--- config.mk ---
export PLATFORM = sky130hd
export DESIGN_NAME = branch_predict_resolve
export DESIGN_NICKNAME = d
export VERILOG_FILES = /design/src/rtl/branch_predict_resolve_pkg.sv /design/src/rtl/branch_predict_resolve_branch_cond.sv /design/src/rtl/branch_predict_resolve.sv
export SDC_FILE = /design/constraint.sdc
export NUM_CORES = 2
export LEC_CHECK = 0
export ABC_AREA = 1
export CAP_MARGIN = 30
export CORE_MARGIN = 1
export CORE_UTILIZATION = 50
export CTS_CLUSTER_SIZE = 12
export DETAILED_ROUTE_END_ITERATION = 7
export MAX_ROUTING_LAYER = met4
export PLACE_DENSITY_LB_ADDON = 0.05
export SLEW_MARGIN = 20
export SYNTH_ARGS = -nofsm -noshare
export SYNTH_HDL_FRONTEND = slang
export SYNTH_HIERARCHICAL = 1
export SYNTH_SLANG_ARGS = --single-unit
export TNS_END_PERCENT = 10
--- constraint.sdc ---
create_clock -name CLK -period 6.2 [get_ports CLK]
set_input_delay 1.86 -clock CLK [delete_from_list [all_inputs] [get_ports CLK]]
set_output_delay 1.86 -clock CLK [all_outputs]
set_load 0.02 [all_outputs]
--- src/rtl/branch_predict_resolve_pkg.sv ---
// Shared encodings and sizing helpers for the branch predictor / resolver.
package branch_predict_resolve_pkg;

    typedef enum logic [2:0] {
        OP_BEQ      = 3'b000,
        OP_BNE      = 3'b001,
        OP_JAL_JALR = 3'b010,
        OP_BLT      = 3'b100,
        OP_BGE      = 3'b101,
        OP_BLTU     = 3'b110,
        OP_BGEU     = 3'b111
    } br_op_e;

    function automatic int idx_width(input int entries);
        return $clog2(entries);
    endfunction

    // Tag covers everything above the word offset and the index.
    function automatic int tag_width(input int entries);
        return 32 - $clog2(entries) - 2;
    endfunction

    function automatic int ctr_reset_val(input int width);
        return (1 << (width - 1)) - 1;
    endfunction

endpackage

--- src/rtl/branch_predict_resolve_branch_cond.sv ---
// Pure combinational branch condition evaluation for the EX stage.
module branch_predict_resolve_branch_cond
    import branch_predict_resolve_pkg::*;
(
    input  logic [2:0]  op_i,
    input  logic [31:0] data1_i,
    input  logic [31:0] data2_i,
    output logic        taken_o
);

    logic eq;
    logic lt_s;
    logic lt_u;

    assign eq   = (data1_i == data2_i);
    assign lt_s = ($signed(data1_i) < $signed(data2_i));
    assign lt_u = (data1_i < data2_i);

    always_comb begin
        taken_o = 1'b0;
        case (op_i)
            OP_BEQ:      taken_o = eq;
            OP_BNE:      taken_o = !eq;
            OP_BLT:      taken_o = lt_s;
            OP_BGE:      taken_o = !lt_s;
            OP_BLTU:     taken_o = lt_u;
            OP_BGEU:     taken_o = !lt_u;
            OP_JAL_JALR: taken_o = 1'b1;
            default:     taken_o = 1'b0;
        endcase
    end

endmodule

--- src/rtl/branch_predict_resolve.sv ---
// Bimodal + BTB fetch predictor with EX-stage branch resolution and
// saturating performance counters.
module branch_predict_resolve
    import branch_predict_resolve_pkg::*;
#(
    parameter int BHT_ENTRIES = 64,
    parameter int BTB_ENTRIES = 16,
    parameter int CTR_WIDTH   = 2,
    parameter int PERF_WIDTH  = 32
)
(
    input  logic                  CLK,
    input  logic                  RESET_N,
    input  logic [31:0]           if_pc,
    output logic                  pred_taken,
    output logic [31:0]           pred_target,
    input  logic                  ex_valid,
    input  logic                  ex_is_ctrl,
    input  logic [2:0]            ex_op,
    input  logic [31:0]           ex_pc,
    input  logic [31:0]           ex_data1,
    input  logic [31:0]           ex_data2,
    input  logic [31:0]           ex_target,
    input  logic                  ex_pred_taken,
    input  logic [31:0]           ex_pred_target,
    output logic                  ex_taken,
    output logic                  mispredict,
    output logic [31:0]           redirect_pc,
    output logic [PERF_WIDTH-1:0] perf_branches,
    output logic [PERF_WIDTH-1:0] perf_mispred
);

    localparam int BHT_IW = idx_width(BHT_ENTRIES);
    localparam int BTB_IW = idx_width(BTB_ENTRIES);
    localparam int TAG_W  = tag_width(BTB_ENTRIES);
    localparam logic [CTR_WIDTH-1:0]  CTR_RST  = CTR_WIDTH'(ctr_reset_val(CTR_WIDTH));
    localparam logic [CTR_WIDTH-1:0]  CTR_MAX  = {CTR_WIDTH{1'b1}};
    localparam logic [PERF_WIDTH-1:0] PERF_MAX = {PERF_WIDTH{1'b1}};

    logic [CTR_WIDTH-1:0] bht_q        [BHT_ENTRIES];
    logic [TAG_W-1:0]     btb_tag_q    [BTB_ENTRIES];
    logic [31:0]          btb_target_q [BTB_ENTRIES];
    logic [BTB_ENTRIES-1:0] btb_valid_q;
    logic [BTB_ENTRIES-1:0] btb_jump_q;

    logic [PERF_WIDTH-1:0] perf_branches_q, perf_branches_d;
    logic [PERF_WIDTH-1:0] perf_mispred_q,  perf_mispred_d;

    // ---------------- predict (IF) ----------------
    logic [BHT_IW-1:0] if_bht_idx;
    logic [BTB_IW-1:0] if_btb_idx;
    logic [TAG_W-1:0]  if_tag;
    logic              if_hit;

    assign if_bht_idx = if_pc[BHT_IW+1:2];
    assign if_btb_idx = if_pc[BTB_IW+1:2];
    assign if_tag     = if_pc[31:BTB_IW+2];
    assign if_hit     = btb_valid_q[if_btb_idx] && (btb_tag_q[if_btb_idx] == if_tag);

    assign pred_taken  = if_hit && (btb_jump_q[if_btb_idx] || bht_q[if_bht_idx][CTR_WIDTH-1]);
    assign pred_target = if_hit ? btb_target_q[if_btb_idx] : (if_pc + 32'd4);

    // ---------------- resolve (EX) ----------------
    logic cond_taken;
    logic ctrl_ok;

    branch_predict_resolve_branch_cond u_branch_cond (
        .op_i    (ex_op),
        .data1_i (ex_data1),
        .data2_i (ex_data2),
        .taken_o (cond_taken)
    );

    assign ctrl_ok     = ex_valid && ex_is_ctrl;
    assign ex_taken    = ctrl_ok && cond_taken;
    // Held low while in reset so flush logic never sees a spurious request.
    assign mispredict  = RESET_N && ctrl_ok &&
                         ((ex_taken != ex_pred_taken) ||
                          (ex_taken && (ex_target != ex_pred_target)));
    assign redirect_pc = ex_taken ? ex_target : (ex_pc + 32'd4);

    // ---------------- update ----------------
    logic [BHT_IW-1:0]    ex_bht_idx;
    logic [BTB_IW-1:0]    ex_btb_idx;
    logic [TAG_W-1:0]     ex_tag;
    logic                 is_jump;
    logic                 bht_we;
    logic                 btb_we;
    logic [CTR_WIDTH-1:0] ctr_cur;
    logic [CTR_WIDTH-1:0] ctr_d;

    assign ex_bht_idx = ex_pc[BHT_IW+1:2];
    assign ex_btb_idx = ex_pc[BTB_IW+1:2];
    assign ex_tag     = ex_pc[31:BTB_IW+2];
    assign is_jump    = (ex_op == OP_JAL_JALR);
    assign bht_we     = ctrl_ok && !is_jump;
    assign btb_we     = ctrl_ok && ex_taken;
    assign ctr_cur    = bht_q[ex_bht_idx];

    always_comb begin
        ctr_d = ctr_cur;
        if (ex_taken) begin
            if (ctr_cur != CTR_MAX) ctr_d = ctr_cur + 1'b1;
        end else begin
            if (ctr_cur != '0) ctr_d = ctr_cur - 1'b1;
        end
    end

    always_comb begin
        perf_branches_d = perf_branches_q;
        perf_mispred_d  = perf_mispred_q;
        if (ctrl_ok && (perf_branches_q != PERF_MAX))
            perf_branches_d = perf_branches_q + 1'b1;
        if (mispredict && (perf_mispred_q != PERF_MAX))
            perf_mispred_d = perf_mispred_q + 1'b1;
    end

    always_ff @(posedge CLK or negedge RESET_N) begin
        if (!RESET_N) begin
            for (int i = 0; i < BHT_ENTRIES; i++) bht_q[i] <= CTR_RST;
        end else if (bht_we) begin
            bht_q[ex_bht_idx] <= ctr_d;
        end
    end

    always_ff @(posedge CLK or negedge RESET_N) begin
        if (!RESET_N) begin
            btb_valid_q <= '0;
            btb_jump_q  <= '0;
            for (int i = 0; i < BTB_ENTRIES; i++) begin
                btb_tag_q[i]    <= '0;
                btb_target_q[i] <= '0;
            end
        end else if (btb_we) begin
            btb_valid_q[ex_btb_idx]  <= 1'b1;
            btb_jump_q[ex_btb_idx]   <= is_jump;
            btb_tag_q[ex_btb_idx]    <= ex_tag;
            btb_target_q[ex_btb_idx] <= ex_target;
        end
    end

    always_ff @(posedge CLK or negedge RESET_N) begin
        if (!RESET_N) begin
            perf_branches_q <= '0;
            perf_mispred_q  <= '0;
        end else begin
            perf_branches_q <= perf_branches_d;
            perf_mispred_q  <= perf_mispred_d;
        end
    end

    assign perf_branches = perf_branches_q;
    assign perf_mispred  = perf_mispred_q;

endmodule

# == Word level (Yosys, flattened, before mapping) ==
# Index checks and enable logic that the tools add are counted.
# totals
regBits,1152
in_bits,200
output_inout_bits,131
# op_classes
add_sub_neg,6
order_cmp,11
eq_ne,13
muxes,34
bitwise,5
n_reduce_logical,22
# op_table
op,count
$bwmux 512,1
$bwmux 416,1
$mux 32,5
$bmux 32 s4,1
$bwmux 128,1
$demux 32 s4,1
$bmux 26 s4,1
$demux 26 s4,1
$mux 26,3
$add 32x1->32 const B,2
$add 32x3->32 const B,2
$lt 32x32->1,2
$ne 32x32->1 const B,2
$eq 32x32->1,1
$ne 32x32->1,1
$eq 26x26->1,1
$bmux 2 s6,2
$bwmux 16,1
$mux 2,8
$or 16x16->16,1
$ge 7x7->1 const B,2
$logic_and 1x1->1,14
$not 6->7,2
$demux 2 s6,1
21 further kinds,34

# == Longest topological paths before layout ==
# depth
word_depth,8
ltp_mapped,26
mapped_depth_nobuf,25

# == Cells and area by module ==
# The synthesis kept the hierarchy.
# by_module_without_submodules
mod,instances,cells_each,area_each_um2
branch_predict_resolve,1,7360,56766.9
branch_predict_resolve_branch_cond,1,165,980.9

# == Least setup slack after synthesis ==
# No wires, ideal clock.
# synth_timing
path_kind,in2out
startpoint,input ex_data2[31]
endpoint,output redirect_pc[10]
t_arrival_ps,4166
path_slack_ps,174
cell_stages,17
path_buffers,1
path_cell_list,inv_1 ha_1 nand2_2 nor2_2 nand2_2 nor2_4 nand3_2 nand2_1 nand2_1 nand3_1 nand2_1 nor2_1 nand3_1 nand2_1 clkinv_1 clkbuf_1 o21ai_0
# synth_via
elab_chain_cells,5
elab_cells_between_ends,9
# synth_lines
item,line_no,text
start: declaration,branch_predict_resolve.sv:22,"input logic [31:0] ex_data2,"
"$lt 32x32->1, or another cell as far along",branch_predict_resolve_branch_cond.sv:17,assign lt_u = (data1_i < data2_i);
$logic_not 1->1 (on tied branches),"branch_predict_resolve_branch_cond.sv:27, branch_predict_resolve_branch_cond.sv:23, branch_predict_resolve_branch_cond.sv:25",
$pmux 1 s7 *,branch_predict_resolve_branch_cond.sv:21,case (op_i)
via cond_taken,branch_predict_resolve.sv:64,logic cond_taken;
$logic_and 1x1->1 *,branch_predict_resolve.sv:75,assign ex_taken = ctrl_ok && cond_taken;
via ex_taken,branch_predict_resolve.sv:26,"output logic ex_taken,"
$mux 32 *,branch_predict_resolve.sv:80,assign redirect_pc = ex_taken ? ex_target : (ex_pc + 32'd4);
end: declaration,branch_predict_resolve.sv:28,"output logic [31:0] redirect_pc,"
# Mark *: on every way through the listed nets, which the timed path passes. The rest lies on a longest branch.

# == Final worst setup path ==
# layout_timing
startpoint,input if_pc[2]
endpoint,output pred_target[17]
# layout_via
elab_chain_cells,7
elab_cells_between_ends,13
# layout_lines
item,line_no,text
start: declaration,branch_predict_resolve.sv:14,"input logic [31:0] if_pc,"
$not 4->5 (not written as such),"branch_predict_resolve.sv:58, branch_predict_resolve.sv:61",
$bmux 26 s4,branch_predict_resolve.sv:58,assign if_hit = btb_valid_q[if_btb_idx] && (btb_tag_q[if_btb_idx] == if_tag);
$mux 26 (not written as such) (2 in a row),branch_predict_resolve.sv:58,
$eq 26x26->1,branch_predict_resolve.sv:58,
$logic_and 1x1->1,branch_predict_resolve.sv:58,
$mux 32 *,branch_predict_resolve.sv:61,assign pred_target = if_hit ? btb_target_q[if_btb_idx] : (if_pc + 32'd4);
end: declaration,branch_predict_resolve.sv:16,"output logic [31:0] pred_target,"
# Every way passes the cells marked *; elsewhere a longest branch is shown, timed or not. The select of a mux whose other input is x is not followed.

==> flow_metrics.tcl <==
set metrics [dict create \
    r2r_start "perf_branches[0]$_DFFE_PN0P_" \
    track_usage_pct 37.84 \
    ys.flop_type "dfrtp_1" \
    yosysSeqAreaShare_pct 50.06 \
    combPwrFrac_pct 17.5 \
    grt_pass1_wl_um 325100 \
    fmax_mhz 159.6 \
    netlist_instances 7525 \
    synthArstFlopShare_pct 100.0 \
    die_h_um 341.8 \
    max_stage_delay_ns 0.20 \
    dp_hpwl_um 141000 \
    gp_congestion 0.9932 \
    synth_commonest_cells "2146 x nand2_1, 1388 x o21ai_0, 1088 x dfrtp_1" \
    power.density_mw_per_mm2 290.9 \
    crit_arrival_ns 4.40 \
    leakage_nw 33.77 \
    initial_utilization_pct 50.50 \
    final-max-slew-violation-count 0 \
    synth_seq_cells 1152 \
    die-area_mm2 0.1169 \
    synth_edf_count 0 \
    synth_top_cell_area_share_pct 47.15 \
    clk_pin_slew_ns 0.06 \
    syn-cell-area_mm2 0.05775 \
    violations "negative setup slack" \
    wl_per_cell_um 22.58 \
    hp-start "btb_valid_q[0]$_DFFE_PN0P_" \
    critPathMostFrequentCell "nand2_1" \
    h-tree-depth 4 \
    cts_buffer_depth 3 \
    setup_viol 7 \
    required_ns 4.34 \
    postCtsHoldBufs 0 \
    crit_start "if_pc[2]" \
    hold_viol 0 \
    switching_share_pct 29.25 \
    io_buffers 330 \
    outcome "complete, but fails checks" \
    antenna_found_initial 7 \
    numClockSinks 1152 \
    grt_max_degree 169 \
    cts_buffers 132 \
    syn_nets 7764 \
    syn2layout_area_growth_pct 23.38 \
    crit_type "input pin to output port" \
    firstDrtPassIters 8 \
    hold_path_class "flop to flop" \
    core_mm2 0.1143 \
    vdd.ir_drop.worst_uv 270.7 \
    vias 54800 \
    max_slew_margin_pct 33.71 \
    path_cells "buf_16, clkinv_16, buf_12, clkbuf_16, buf_4, o21ai_2, nand2_2, nand2_1, nand2_1, inv_2, nand2_1, nand2_1, nand2_1, nor2_1, nand3_1, nor2_2, nand2_4, buf_12, buf_4, o21ai_4, buf_6" \
    finalNetCount 8196 \
    critical-path-top-delay-family "buffers and inverters" \
    die_w_um 341.8 \
    synth_area_leaders "dfrtp_1 47%, nand2_1 14%, o21ai_0 12%" \
    multi_input_area_mm2 0.02578 \
    antenna_left 0 \
    drc 0 \
    finalWirelength_um 216300 \
    intPower_mw 14.66 \
    first_iter_violations 6272 \
    viasPerCell 5.722 \
    period_minus_slack_ns 6.264 \
    layout_setup_ws_ns -0.06386 \
    sequentialPowerShare_pct 44.4 \
    worst_pin_slew_ns 0.9944 \
    insertion_delay_ns 0.76 \
    clock_skew_ns 0.02472 \
    yosys.area.top_type "dfrtp_1" \
    ioPinCount 331 \
    rows 124 \
    slowest_stage "nor2_2" \
    report.power.total_mw 20.73 \
    syn_area_per_cell_um2 7.674 \
    cp-start-kind "input pin" \
    p_clk_share_pct 38.1 \
    p_switching_mw 6.063 \
    synth_most_common_cell "nand2_1" \
    overflow 0 \
    seqCellArea_mm2 0.02891 \
    rsz0062_at_grt "true" \
    yosys_warnings 6 \
    cap_violations 0 \
    clock-root-buffer "clkbuf_16" \
    cts_tree "yes" \
    num-fill-cells 10300 \
    crit_buf_inv 9 \
    period_share_pct 101.0 \
    ys_types 49 \
    layout-drive-gt1-share_pct 14.37 \
    end_kind "output port" \
    crit_path_max_fanout 15 \
    grt_pass1_vias 52110 \
    hold_slack_ns 0.4566 \
]
metal layers:
metal  up-vias  global-route usage, %  wire length, um
li1      25370                      -                -
met1     26410                  50.40            89190
met2      2562                  57.39            97960
met3       458                  5.689            18600
met4         0                  16.61            10500
met5         -                      -                0
power groups by stage:
stage | clock, mW | combinational (mW) | sequential (mW)
after floorplan | 0 | 1.95 | 9.21
after global placement | 0 | 3.38 | 9.27
after detailed placement | 0 | 3.45 | 9.30
after CTS | 7.97 | 3.53 | 9.18
after global routing | 8.27 | 4.04 | 9.32
final | 7.90 | 3.63 | 9.19
flip-flops by register name (all words and copies together) (netlist names):
signal,cells
btb_target_q,512
btb_tag_q,416
bht_q,128
perf_branches,32
perf_mispred,32
btb_jump_q,16
btb_valid_q,16
cell type report:
| class | count | share of cell area, % |
|---|---|---|
| flip-flops and latches | 1152 | 40.57 |
| multi-input cells | 5318 | 36.19 |
| repair buffers | 833 | 11.60 |
| clock buffers | 204 | 5.628 |
| inverters | 520 | 2.815 |
| well taps | 1512 | 2.655 |
| clock inverters | 33 | 0.5233 |
| diodes | 5 | 0.01756 |
metrics by stage:
stage | instance area [um2] | setup TNS, ns | cells | util (%) | setup WS (ns)
global route | 71250 | -3.242 | 9576 | 62.31 | -0.1576
floorplan | 57750 | 0 | 7525 | - | 0.1742
detailed placement | 65210 | -44.08 | 9289 | 57.03 | -1.052
finish | 71250 | -0.2689 | 9577 | 62.31 | -0.06386
global placement | 65170 | -41.72 | 9287 | 57.00 | -1.007
CTS | 70510 | -0.1169 | 9542 | 61.66 | -0.04950
timing repair:
item | CTS | global route
hold endpoints to repair | 0 | 0
endpoints found under the setup margin | 67 | 67
gates cloned | 3 | 11
buffers inserted | 13 | 15
gates resized for setup | 462 | 248
pin swaps | 70 | 89
worst reg2reg max path, delay by kind of cell, from the launching register on:
kind	cells	cell delay, ns
simple gates	8	1.25
flops	1	0.42
xor+xnor	1	0.16
fa+ha+maj	1	0.24
compound gates	1	0.56
kinds of logic (layout without fill, tap and decap cells):
family	after synthesis	in the layout	synth area share [%]
and+or+nand+nor	3406	3406	23.61
AOI/OAI and AO/OA	1761	1761	16.28
DFF	1152	1152	50.06
buffers and inverters	1055	1590	7.507
xor gates and xnor gates	112	112	1.699
adders and majority gates	39	39	0.8450
other	0	5	0
placed cells by master (no fill, tap or decap), drive strengths merged, types with 50 or more instances in the layout:
cell type and n:
nor2 739, nand4 50, xor2 87, o221ai 63, nor3 63, clkdlybuf4s50 186, nand2 2149, dfstp 64
o22ai 70, clkbuf 254, inv 513, dfrtp 1088, o21ai 1466, a21oi 68, buf 546, nand3 375
final timing paths:
| path | end | cells past startpoint | slack, ns |
|---|---|---|---|
| worst min-delay path | btb_valid_q[0]$_DFFE_PN0P_ | 2 | 0.46 |
| max in group asynchronous | btb_target_q[129]$_DFFE_PN0P_ | 5 | 2.63 |
| worst max register to register | perf_branches[31]$_DFFE_PN0P_ | 11 | 3.49 |
| worst min register to register | btb_valid_q[0]$_DFFE_PN0P_ | 2 | 0.46 |
| min in group asynchronous | btb_tag_q[63]$_DFFE_PN0P_ | 2 | 1.23 |
| worst max-delay path | pred_target[17] | 21 | -0.06 |
Power figures use the tool's default switching activity.
